===== src/rtl/fixed_abs_max_tree_pipelined.sv =====
// rtl/fixed_abs_max_tree_pipelined.sv - pipelined abs-max reduction tree with beat accumulator
// One registered compare layer per tree level, then a group accumulator feeding a holdable output.
module fixed_abs_max_tree_pipelined #(
  parameter int  IN_SIZE   = 4,
  parameter int  IN_WIDTH  = 16,
  parameter int  NUM_BEATS = 4,
  localparam int LAYERS    = (IN_SIZE > 1) ? $clog2(IN_SIZE) : 0,
  localparam int IDX_WIDTH = (IN_SIZE * NUM_BEATS > 1) ? $clog2(IN_SIZE * NUM_BEATS) : 1
) (
  input  logic                 clk,
  input  logic                 rst,
  input  logic [IN_WIDTH-1:0]  data_in [IN_SIZE-1:0],
  input  logic                 data_in_valid,
  output logic                 data_in_ready,
  output logic [IN_WIDTH-1:0]  data_out,
  output logic [IN_WIDTH-1:0]  data_out_abs,
  output logic [IDX_WIDTH-1:0] data_out_index,
  output logic                 data_out_valid,
  input  logic                 data_out_ready
);
  localparam int BW = (NUM_BEATS > 1) ? $clog2(NUM_BEATS) : 1;

  // Element count of tree layer s: ceil(IN_SIZE / 2^s).
  function automatic int stage_cnt(input int s);
    return (IN_SIZE + (1 << s) - 1) >> s;
  endfunction

  logic en;
  assign en            = !data_out_valid || data_out_ready;
  assign data_in_ready = en;

  for (genvar s = 0; s <= LAYERS; s++) begin : g_stage
    localparam int N = stage_cnt(s);
    logic [IN_WIDTH-1:0]  v [N];
    logic [IN_WIDTH-1:0]  a [N];
    logic [IDX_WIDTH-1:0] x [N];
    logic                 vld;

    if (s == 0) begin : g_in
      assign vld = data_in_valid;
      for (genvar i = 0; i < N; i++) begin : g_lane
        assign v[i] = data_in[i];
        assign a[i] = data_in[i][IN_WIDTH-1] ? (~data_in[i] + IN_WIDTH'(1)) : data_in[i];
        assign x[i] = IDX_WIDTH'(i);
      end
    end else begin : g_reg
      localparam int P = stage_cnt(s - 1);

      always_ff @(posedge clk) begin
        if (rst)     vld <= 1'b0;
        else if (en) vld <= g_stage[s-1].vld;
      end

      // Lane i meets lane i+N of the previous layer; the odd leftover passes straight through.
      for (genvar i = 0; i < N; i++) begin : g_node
        if (i + N < P) begin : g_pair
          logic hi_wins;
          assign hi_wins = (g_stage[s-1].a[i+N] > g_stage[s-1].a[i]) ||
                           ((g_stage[s-1].a[i+N] == g_stage[s-1].a[i]) &&
                            (g_stage[s-1].x[i+N] < g_stage[s-1].x[i]));
          always_ff @(posedge clk) begin
            if (en) begin
              v[i] <= hi_wins ? g_stage[s-1].v[i+N] : g_stage[s-1].v[i];
              a[i] <= hi_wins ? g_stage[s-1].a[i+N] : g_stage[s-1].a[i];
              x[i] <= hi_wins ? g_stage[s-1].x[i+N] : g_stage[s-1].x[i];
            end
          end
        end else begin : g_pass
          always_ff @(posedge clk) begin
            if (en) begin
              v[i] <= g_stage[s-1].v[i];
              a[i] <= g_stage[s-1].a[i];
              x[i] <= g_stage[s-1].x[i];
            end
          end
        end
      end
    end
  end

  logic [IN_WIDTH-1:0]  t_val, t_abs;
  logic [IDX_WIDTH-1:0] t_idx, t_flat;
  logic                 t_vld;
  assign t_val = g_stage[LAYERS].v[0];
  assign t_abs = g_stage[LAYERS].a[0];
  assign t_idx = g_stage[LAYERS].x[0];
  assign t_vld = g_stage[LAYERS].vld;

  logic [BW-1:0]        beat_cnt;
  logic [IN_WIDTH-1:0]  acc_val, acc_abs, c_val, c_abs;
  logic [IDX_WIDTH-1:0] acc_idx, c_idx;
  logic                 last_beat, take_new;

  assign t_flat    = IDX_WIDTH'(beat_cnt) * IDX_WIDTH'(IN_SIZE) + t_idx;
  assign last_beat = (beat_cnt == BW'(NUM_BEATS - 1));
  // Strictly-greater keeps the earlier beat on a magnitude tie.
  assign take_new  = (beat_cnt == '0) || (t_abs > acc_abs);
  assign c_val     = take_new ? t_val  : acc_val;
  assign c_abs     = take_new ? t_abs  : acc_abs;
  assign c_idx     = take_new ? t_flat : acc_idx;

  always_ff @(posedge clk) begin
    if (rst) begin
      beat_cnt       <= '0;
      data_out_valid <= 1'b0;
      data_out       <= '0;
      data_out_abs   <= '0;
      data_out_index <= '0;
    end else if (en) begin
      data_out_valid <= t_vld && last_beat;
      if (t_vld) begin
        if (last_beat) begin
          beat_cnt       <= '0;
          data_out       <= c_val;
          data_out_abs   <= c_abs;
          data_out_index <= c_idx;
        end else begin
          beat_cnt <= beat_cnt + BW'(1);
        end
      end
    end
  end

  always_ff @(posedge clk) begin
    if (en && t_vld && !last_beat) begin
      acc_val <= c_val;
      acc_abs <= c_abs;
      acc_idx <= c_idx;
    end
  end

endmodule


===== config.mk =====
export PLATFORM = sky130hd
export DESIGN_NAME = fixed_abs_max_tree_pipelined
export DESIGN_NICKNAME = d
export VERILOG_FILES = /design/src/rtl/fixed_abs_max_tree_pipelined.sv
export SDC_FILE = /design/constraint.sdc
export NUM_CORES = 1
export LEC_CHECK = 0
export ABC_AREA = 1
export CORE_MARGIN = 2
export CORE_UTILIZATION = 34
export DETAILED_ROUTE_END_ITERATION = 8
export PLACE_DENSITY_LB_ADDON = 0.3
export SKIP_CTS_REPAIR_TIMING = 1
export SLEW_MARGIN = 20
export SYNTH_ARGS = -nofsm -noshare
export SYNTH_HDL_FRONTEND = slang
export SYNTH_SLANG_ARGS = --single-unit
export TNS_END_PERCENT = 10

===== constraint.sdc =====
create_clock -name clk -period 5.25 [get_ports clk]
set_clock_uncertainty 0.2 [all_clocks]
set_input_delay 0.525 -clock clk [delete_from_list [all_inputs] [get_ports clk]]
set_output_delay 0.525 -clock clk [all_outputs]
set_load 0.01 [all_outputs]

==> results of run 1 <==
[report_power, final]
part	switching [mW]	internal (mW)	total, mW
combinational	0.819	0.439	1.26
sequential	0.168	1.87	2.04
clock	0.524	0.652	1.18
[final cells by class]
| class | instances | area [um2] | share of cell area [%] |
|---|---|---|---|
| clock buffer | 18 | 429 | 3.46 |
| clock inverter | 14 | 119 | 0.958 |
| inverter | 177 | 667 | 5.38 |
| multi-input combinational | 884 | 4760 | 38.4 |
| sequential | 174 | 4810 | 38.8 |
| tap | 396 | 495 | 3.99 |
| timing repair buffer | 114 | 1120 | 9.02 |
[metrics by stage]
stage / utilization (%) / power (mW) / cells / instance area, um2 / hold slack [ns]
after floorplan: - / 2.96 / 1280 / 10500 / 0.241
after global placement: 38.9 / 3.30 / 1745 / 11900 / 0.256
after detailed placement: 38.9 / 3.32 / 1745 / 11900 / 0.265
after CTS: 40.7 / 4.51 / 1777 / 12400 / 0.277
after global routing: 40.7 / 4.81 / 1777 / 12400 / 0.319
final: 40.7 / 4.47 / 1777 / 12400 / 0.270
[worst paths after layout]
path	startpoint	endpoint	slack, ns
max	data_in[16]	g_stage[1].a[0][19]$_DFFE_PN_	1.41
min	g_stage[1].vld$_SDFFE_PP0N_	g_stage[1].vld$_SDFFE_PP0N_	0.27
max reg2reg	g_stage[1].a[0][25]$_DFFE_PN_	g_stage[2].v[0][2]$_DFFE_PN_	2.03
min reg2reg	g_stage[1].vld$_SDFFE_PP0N_	g_stage[1].vld$_SDFFE_PP0N_	0.27
[kinds of logic after synthesis]
logic type | count (synthesis) | synth area share, %
and+or+nand+nor | 635 | 26.3
buffers and inverters | 222 | 8.88
DFF | 174 | 45.8
AOI/OAI and AO/OA | 135 | 6.87
adders and majority gates | 70 | 8.34
xor gates and xnor gates | 44 | 3.74
[critical path, delay by kind of cell]
family	cells	cell delay, ns
compound gates	2	0.28
xor+xnor	1	0.14
fa+ha+maj	2	0.44
buf+inv	5	1.16
simple gates	10	1.22
[layout by cell type, fill, tap and decap left out, types with 3 or more instances in the layout]
| master | n |
|---|---|
| o21ai_0 | 67 |
| xnor2_1 | 6 |
| o21ai_2 | 9 |
| dfxtp_1 | 41 |
| buf_4 | 9 |
| inv_6 | 3 |
| clkinv_4 | 3 |
| nor3_1 | 8 |
| edfxtp_1 | 133 |
| inv_1 | 170 |
| nor2_2 | 6 |
| clkbuf_16 | 17 |
| nor2_1 | 110 |
| o21ai_1 | 14 |
| nor3_2 | 7 |
| xor2_1 | 37 |
| nand3_1 | 130 |
| inv_2 | 5 |
| a21oi_1 | 38 |
| ha_1 | 70 |
| clkinv_1 | 4 |
| nand4_1 | 9 |
| a21o_1 | 3 |
| clkdlybuf4s50_1 | 105 |
| nand2_2 | 25 |
| nand2_1 | 329 |
[flip-flops by register name (all words and copies together), names as in the netlist, 16 cells and up]
register	cells
g_stage.v	46
acc_abs	16
g_stage.a	47
acc_val	16
data_out_abs	16
data_out	16
[layer usage]
layer	vias to the layer above	GRT usage (%)	routed length [um]	part of all wire, %
met1	3762	23.1	12500	49
met5	-	0	0	0
li1	4361	-	-	-
met4	0	4.07	335	1.3
met2	214	25.6	11500	45
met3	22	2.37	1160	4.5
==> summary.txt, run 1 <==
Detailed routing
  – Via count: ~8400
  – Detailed Routing Iterations Pass 1: 5
  – Detail Route Antenna Nets: 0
  – Vias/cell: around 4.7
  – Detailed router's first-iteration violation count: ~700
  – Routed wire length: between 20000 and 30000 um
  – Drt wl/cell: roughly 14 um
  – DRC viols: 0

Placement
  – Buffers on Ports: 105
  – Dpl hpwl: just under 20000 um
  – Worst setup slack after placement: 0.953 ns
  – Placer Congestion: between 0.8 and 0.9

Logic synthesis
  – Commonest cells in the netlist: 329 x nand2_1, 171 x inv_1, 133 x edfxtp_1, 130 x nand3_1, 111 x nor2_1
  – Post-Synthesis Cell Area: 10500 um2
  – Yosys reg bits: ~170
  – Synth Flop Type: edfxtp_1
  – Top cell type by total area after synthesis: edfxtp_1
  – Most frequent cell after synthesis: nand2_1
  – Mapped Nets: about 1400
  – Post-synthesis sequential area ratio: approximately 46%
  – Yosys cell types: 39
  – Top cell type's share of synthesized area: 38.0%
  – Number of synthesized flops with an enable pin: about 130
  – Synthesized instance count: approximately 1300
  – Synth Warn #: 0
  – Area contributors post-synth: edfxtp_1 38%, nand2_1 12%, ha_1 8.3%
  – Async set-reset flop share out of synthesis: 0%
  – Average cell area after synthesis: approximately 8.2 um2

Floorplan
  – Std cell rows: 64
  – IO Count: 106
  – Initial Util: roughly a third
  – Core box area: slightly above 30000 um2
  – Die W: ~180 um
  – Die Span Y: between 150 and 200 um
  – Die Footprint: around 32000 um2

Setup path
  – WP data required: around 5.2 ns
  – R2R depth: 8
  – Type of the worst setup path: in -> reg
  – Cell-by-cell trace of the critical path: clkdlybuf4s50_1, inv_1, ha_1, nand3_1, nor3_1, nand2_1, nand2_1, o21ai_0, xor2_1, inv_1, ha_1, nand2_1, inv_1, nand3_1, nor3_2, nand2_1, nand2_2, nand2_4, inv_2, o21ai_0
  – Critical path's most frequent cell: nand2_1
  – Crit-path max cell delay: between 0.4 and 0.5 ns
  – Slowest cell on crit path: clkdlybuf4s50_1
  – Setup crit end kind: flop
  – Worst-path fanout max: 35
  – Worst Path Arrival: between 3 and 4 ns
  – CP Launch Type: input pin

Clock tree
  – H-tree depth: 4
  – Clock Sink Count: between 150 and 200
  – Worst skew pair latency: around 0.43 ns
  – CTS tree: done
  – CTS Buffer Depth: 2
  – CTS root buffer: clkbuf_16
  – Worst-path clk slew: roughly 0.07 ns
  – CTS Buf Count: 17

Min path
  – Hold crit path type: reg -> reg
  – Worst Hold Depth: 2

Power
  – Leakage: 5.76 nW
  – Max IR drop VDD: roughly 0.22 mV
  – Cell Pwr Density: 360 nW/um2

STA
  – Period utilization: around three quarters
  – Setup WS post-layout: between 1 and 1.5 ns
  – Setup TNS: 0 ns
  – Max-slew violation count: 0
  – Final Hold Fails: 0
  – Final setup viols: 0
  – Fin crit period: 3.84 ns
  – Slew @ Worst Pin: around 1.0 ns
  – Relative slew slack: 31.7%
  – Unrepaired setup endpoints after global routing: no
  – Fmax: 0.260 GHz

Global routing
  – Largest net degree at the start of global routing: 63
  – First-pass GRT wire length: approximately 42000 um
  – Initial antenna violation count: 0
  – Tot GR Track Use: between 15 and 20%
  – Vias in the first global route: approximately 8000
  – Overflow after GRT: 0

Job
  – Max-cap violation count: 0

Finish
  – Number of diodes: 0
  – Fill cells: about 3000
  – Fin nets: roughly 1500
  – Share of cells above drive strength 1: 7.17%
  – Area delta synth->final: 18.1%

Status
  – Status: finished, final reports clean
No activity file was read; power rests on OpenSTA's default activity.
==> run 2: changes to the inputs <==
==> constraint.sdc (replaced) <==
create_clock -name clk -period 3.41 [get_ports clk]
set_clock_uncertainty 0.2 [all_clocks]
set_input_delay 0.341 -clock clk [delete_from_list [all_inputs] [get_ports clk]]
set_output_delay 0.341 -clock clk [all_outputs]
set_load 0.01 [all_outputs]
==> summary.txt, run 2 (same netlist as run 1, synthesis figures left out) <==
Setup path
  – Worst reg2reg path endpoint: data_out[11]$_SDFFE_PP0P_
  – WP data required: 3.36 ns (-1.84 ns)
  – Slowest cell on crit path: clkdlybuf4s50_1
  – Crit-path max cell delay: 0.46 ns (about the same)
  – Worst Path Arrival: 3.16 ns (-0.63 ns)
  – Setup crit end kind: flop
  – RR Startpoint: g_stage[2].a[0][15]$_DFFE_PN_
  – Largest delay share family, worst path: buffers and inverters
  – Type of the worst setup path: in -> reg
  – Cell-by-cell trace of the critical path: clkdlybuf4s50_1, inv_2, nand4_1, nor2_1, nand3_1, inv_1, nand2_1, inv_1, o21ai_0, nand2_1, inv_1, ha_1, nand2_1, inv_1, o21ai_0, nand2_1, a21oi_1, nand2_2, nand2_4, buf_4, o21ai_0
  – CP Launch Type: input pin
  – Worst-path fanout max: 14 (-60%)
  – R2R depth: 10 (+2)
  – FF-to-FF setup slack: 0.75 ns (-1.28 ns)
  – Crit path buf inv count: 7 (+2)

Detailed routing
  – Detailed Routing Iterations Pass 1: 5 (unchanged)
  – DRC viols: 0 (unchanged)
  – Detail Route Antenna Nets: 0 (unchanged)
  – Routed wire length: 26400 um (+3.1%)
  – Detailed router's first-iteration violation count: 644 (-7.5%)
  – Vias/cell: 4.65 (-1.1%)
  – Drt wl/cell: 14.0 um (-2.6%)
  – Via count: 8757 (+4.8%)

STA
  – Setup WS post-layout: 0.200 ns (-1.21 ns)
  – Fmax: between 0.3 and 0.4 GHz
  – Final setup viols: 0 (unchanged)
  – Relative slew slack: 40.9% (+9.2 points)
  – Setup TNS: 0 ns (unchanged)
  – Final Hold Fails: 0 (unchanged)
  – Fin crit period: approximately 3.2 ns
  – Period utilization: between 90% and 100%
  – Hold slack: 0.132 ns (-0.139 ns)
  – Slew @ Worst Pin: 0.884 ns (-0.138 ns)
  – Max-slew violation count: 0 (unchanged)
  – Unrepaired setup endpoints after global routing: yes

Finish
  – Most frequent cells in the layout: 329 x nand2_1, 168 x inv_1, 133 x edfxtp_1
  – Largest registers: g_stage.a (47), g_stage.v (46)
  – Fin nets: 1611 (+7.0%)
  – Area delta synth->final: 26.9%
  – Post-route insts no fill: 1882 (+5.9%)
  – Fill cells: 2964 (-3.6%)
  – Largest Register: g_stage.a
  – Number of diodes: 0 (unchanged)
  – Share of cells above drive strength 1: 14.4% (+7.2 points)
  – Final Cell Area: 13300 um2 (+7.4%)
  – Final core occ: 43.7% (+3.0 points)
  – Max reg flops: 47 (unchanged)
  – Most common cell after layout, fill and taps aside: nand2_1

Global routing
  – Initial antenna violation count: 0 (unchanged)
  – First-pass GRT wire length: 43000 um (+2.7%)
  – Largest net degree at the start of global routing: 64 (+1.6%)
  – Tot GR Track Use: 16.4% (+0.31 points)
  – Overflow after GRT: 0 (unchanged)
  – Vias in the first global route: 8119 (+3.8%)

Placement
  – DP Cell Count: 1848 (+5.9%)
  – Buffers on Ports: 105 (unchanged)
  – Placed Area: 12700 um2 (+6.8%)
  – Placer Congestion: 0.886 (+1.5%)
  – Dpl hpwl: 20400 um (+4.4%)
  – Worst setup slack after placement: -0.364 ns (-1.32 ns)

Min path
  – Worst Hold End: g_stage[1].v[0][17]$_DFFE_PN_
  – Hold crit path type: in -> reg
  – Hold Crit Start: data_in[17]
  – Worst Hold Depth: 3 (+1)

Job
  – Max-cap violation count: 0 (unchanged)

Floorplan
  – IO Count: 106 (unchanged)
  – Die W: 180 um (unchanged)
  – Std cell rows: 64 (unchanged)
  – Die Span Y: 180 um (unchanged)
  – Core box area: 30500 um2 (unchanged)
  – Initial Util: 34.4% (unchanged)
  – Die Footprint: 32300 um2 (unchanged)

Clock tree
  – CTS Buf Count: 17 (unchanged)
  – Worst-path clk slew: 0.07 ns (about the same)
  – Clock Sink Count: 174 (unchanged)
  – CTS Buffer Depth: 2 (unchanged)
  – Worst skew pair latency: 0.43 ns (about the same)
  – CTS root buffer: clkbuf_16
  – H-tree depth: 4 (unchanged)
  – CTS tree: done

Power
  – Cell Pwr Density: 543 nW/um2 (+51%)
  – Max IR drop VDD: 0.404 mV (+83%)
  – Leakage: 6.34 nW (+10%)
  – Overall power: 7.24 mW (+62%)

Status
  – Status: finished, final reports clean
[run 2: layer usage]
metal / routed length, um / vias up / global-route usage, %
met1: 12900 / 3964 / 23.2
met2: 12100 / 208 / 25.8
met3: 891 / 30 / 2.15
li1: - / 4555 / -
met5: 0 / - / 0
met4: 556 / 0 / 5.85
[run 2: area by class of cell]
cell class                      count  area, um2  area share, %
Sequential cell                   174       4810           36.1
Multi-Input combinational cell    884       4790           36.0
Timing Repair Buffer              219       1960           14.7
Inverter                          177        668           5.01
Clock buffer                       24        536           4.02
Tap cell                          396        495           3.72
Clock inverter                      8       63.8          0.479
[run 2: power breakdown]
group | internal (mW) | total (mW) | switching (mW)
clock | 1.11 | 1.95 | 0.836
sequential | 2.88 | 3.12 | 0.247
combinational | 0.836 | 2.16 | 1.33
total | 4.83 | 7.24 | 2.41
[run 2: how the worst max path moves through the flow]
stage / start / to / slack [ns] / cells past startpoint
finish: data_in[18] / g_stage[1].v[0][30]$_DFFE_PN_ / 0.20 / 21
global route: data_in[36] / g_stage[1].a[0][12]$_DFFE_PN_ / -0.02 / 21
CTS: data_in[17] / g_stage[1].a[0][30]$_DFFE_PN_ / 0.09 / 21
detailed placement: data_in[17] / g_stage[1].a[0][30]$_DFFE_PN_ / -0.36 / 21
global placement: data_in[17] / g_stage[1].v[0][30]$_DFFE_PN_ / -0.32 / 20
floorplan: data_out_valid$_SDFFE_PP0N_ / acc_abs[0]$_DFFE_PP_ / 0.04 / 5
[run 2: worst min-delay path, stage by stage]
cell and delay [ns]:
dlymetal6s2s_1 0.13, nand2_1 0.07, o21ai_0 0.09
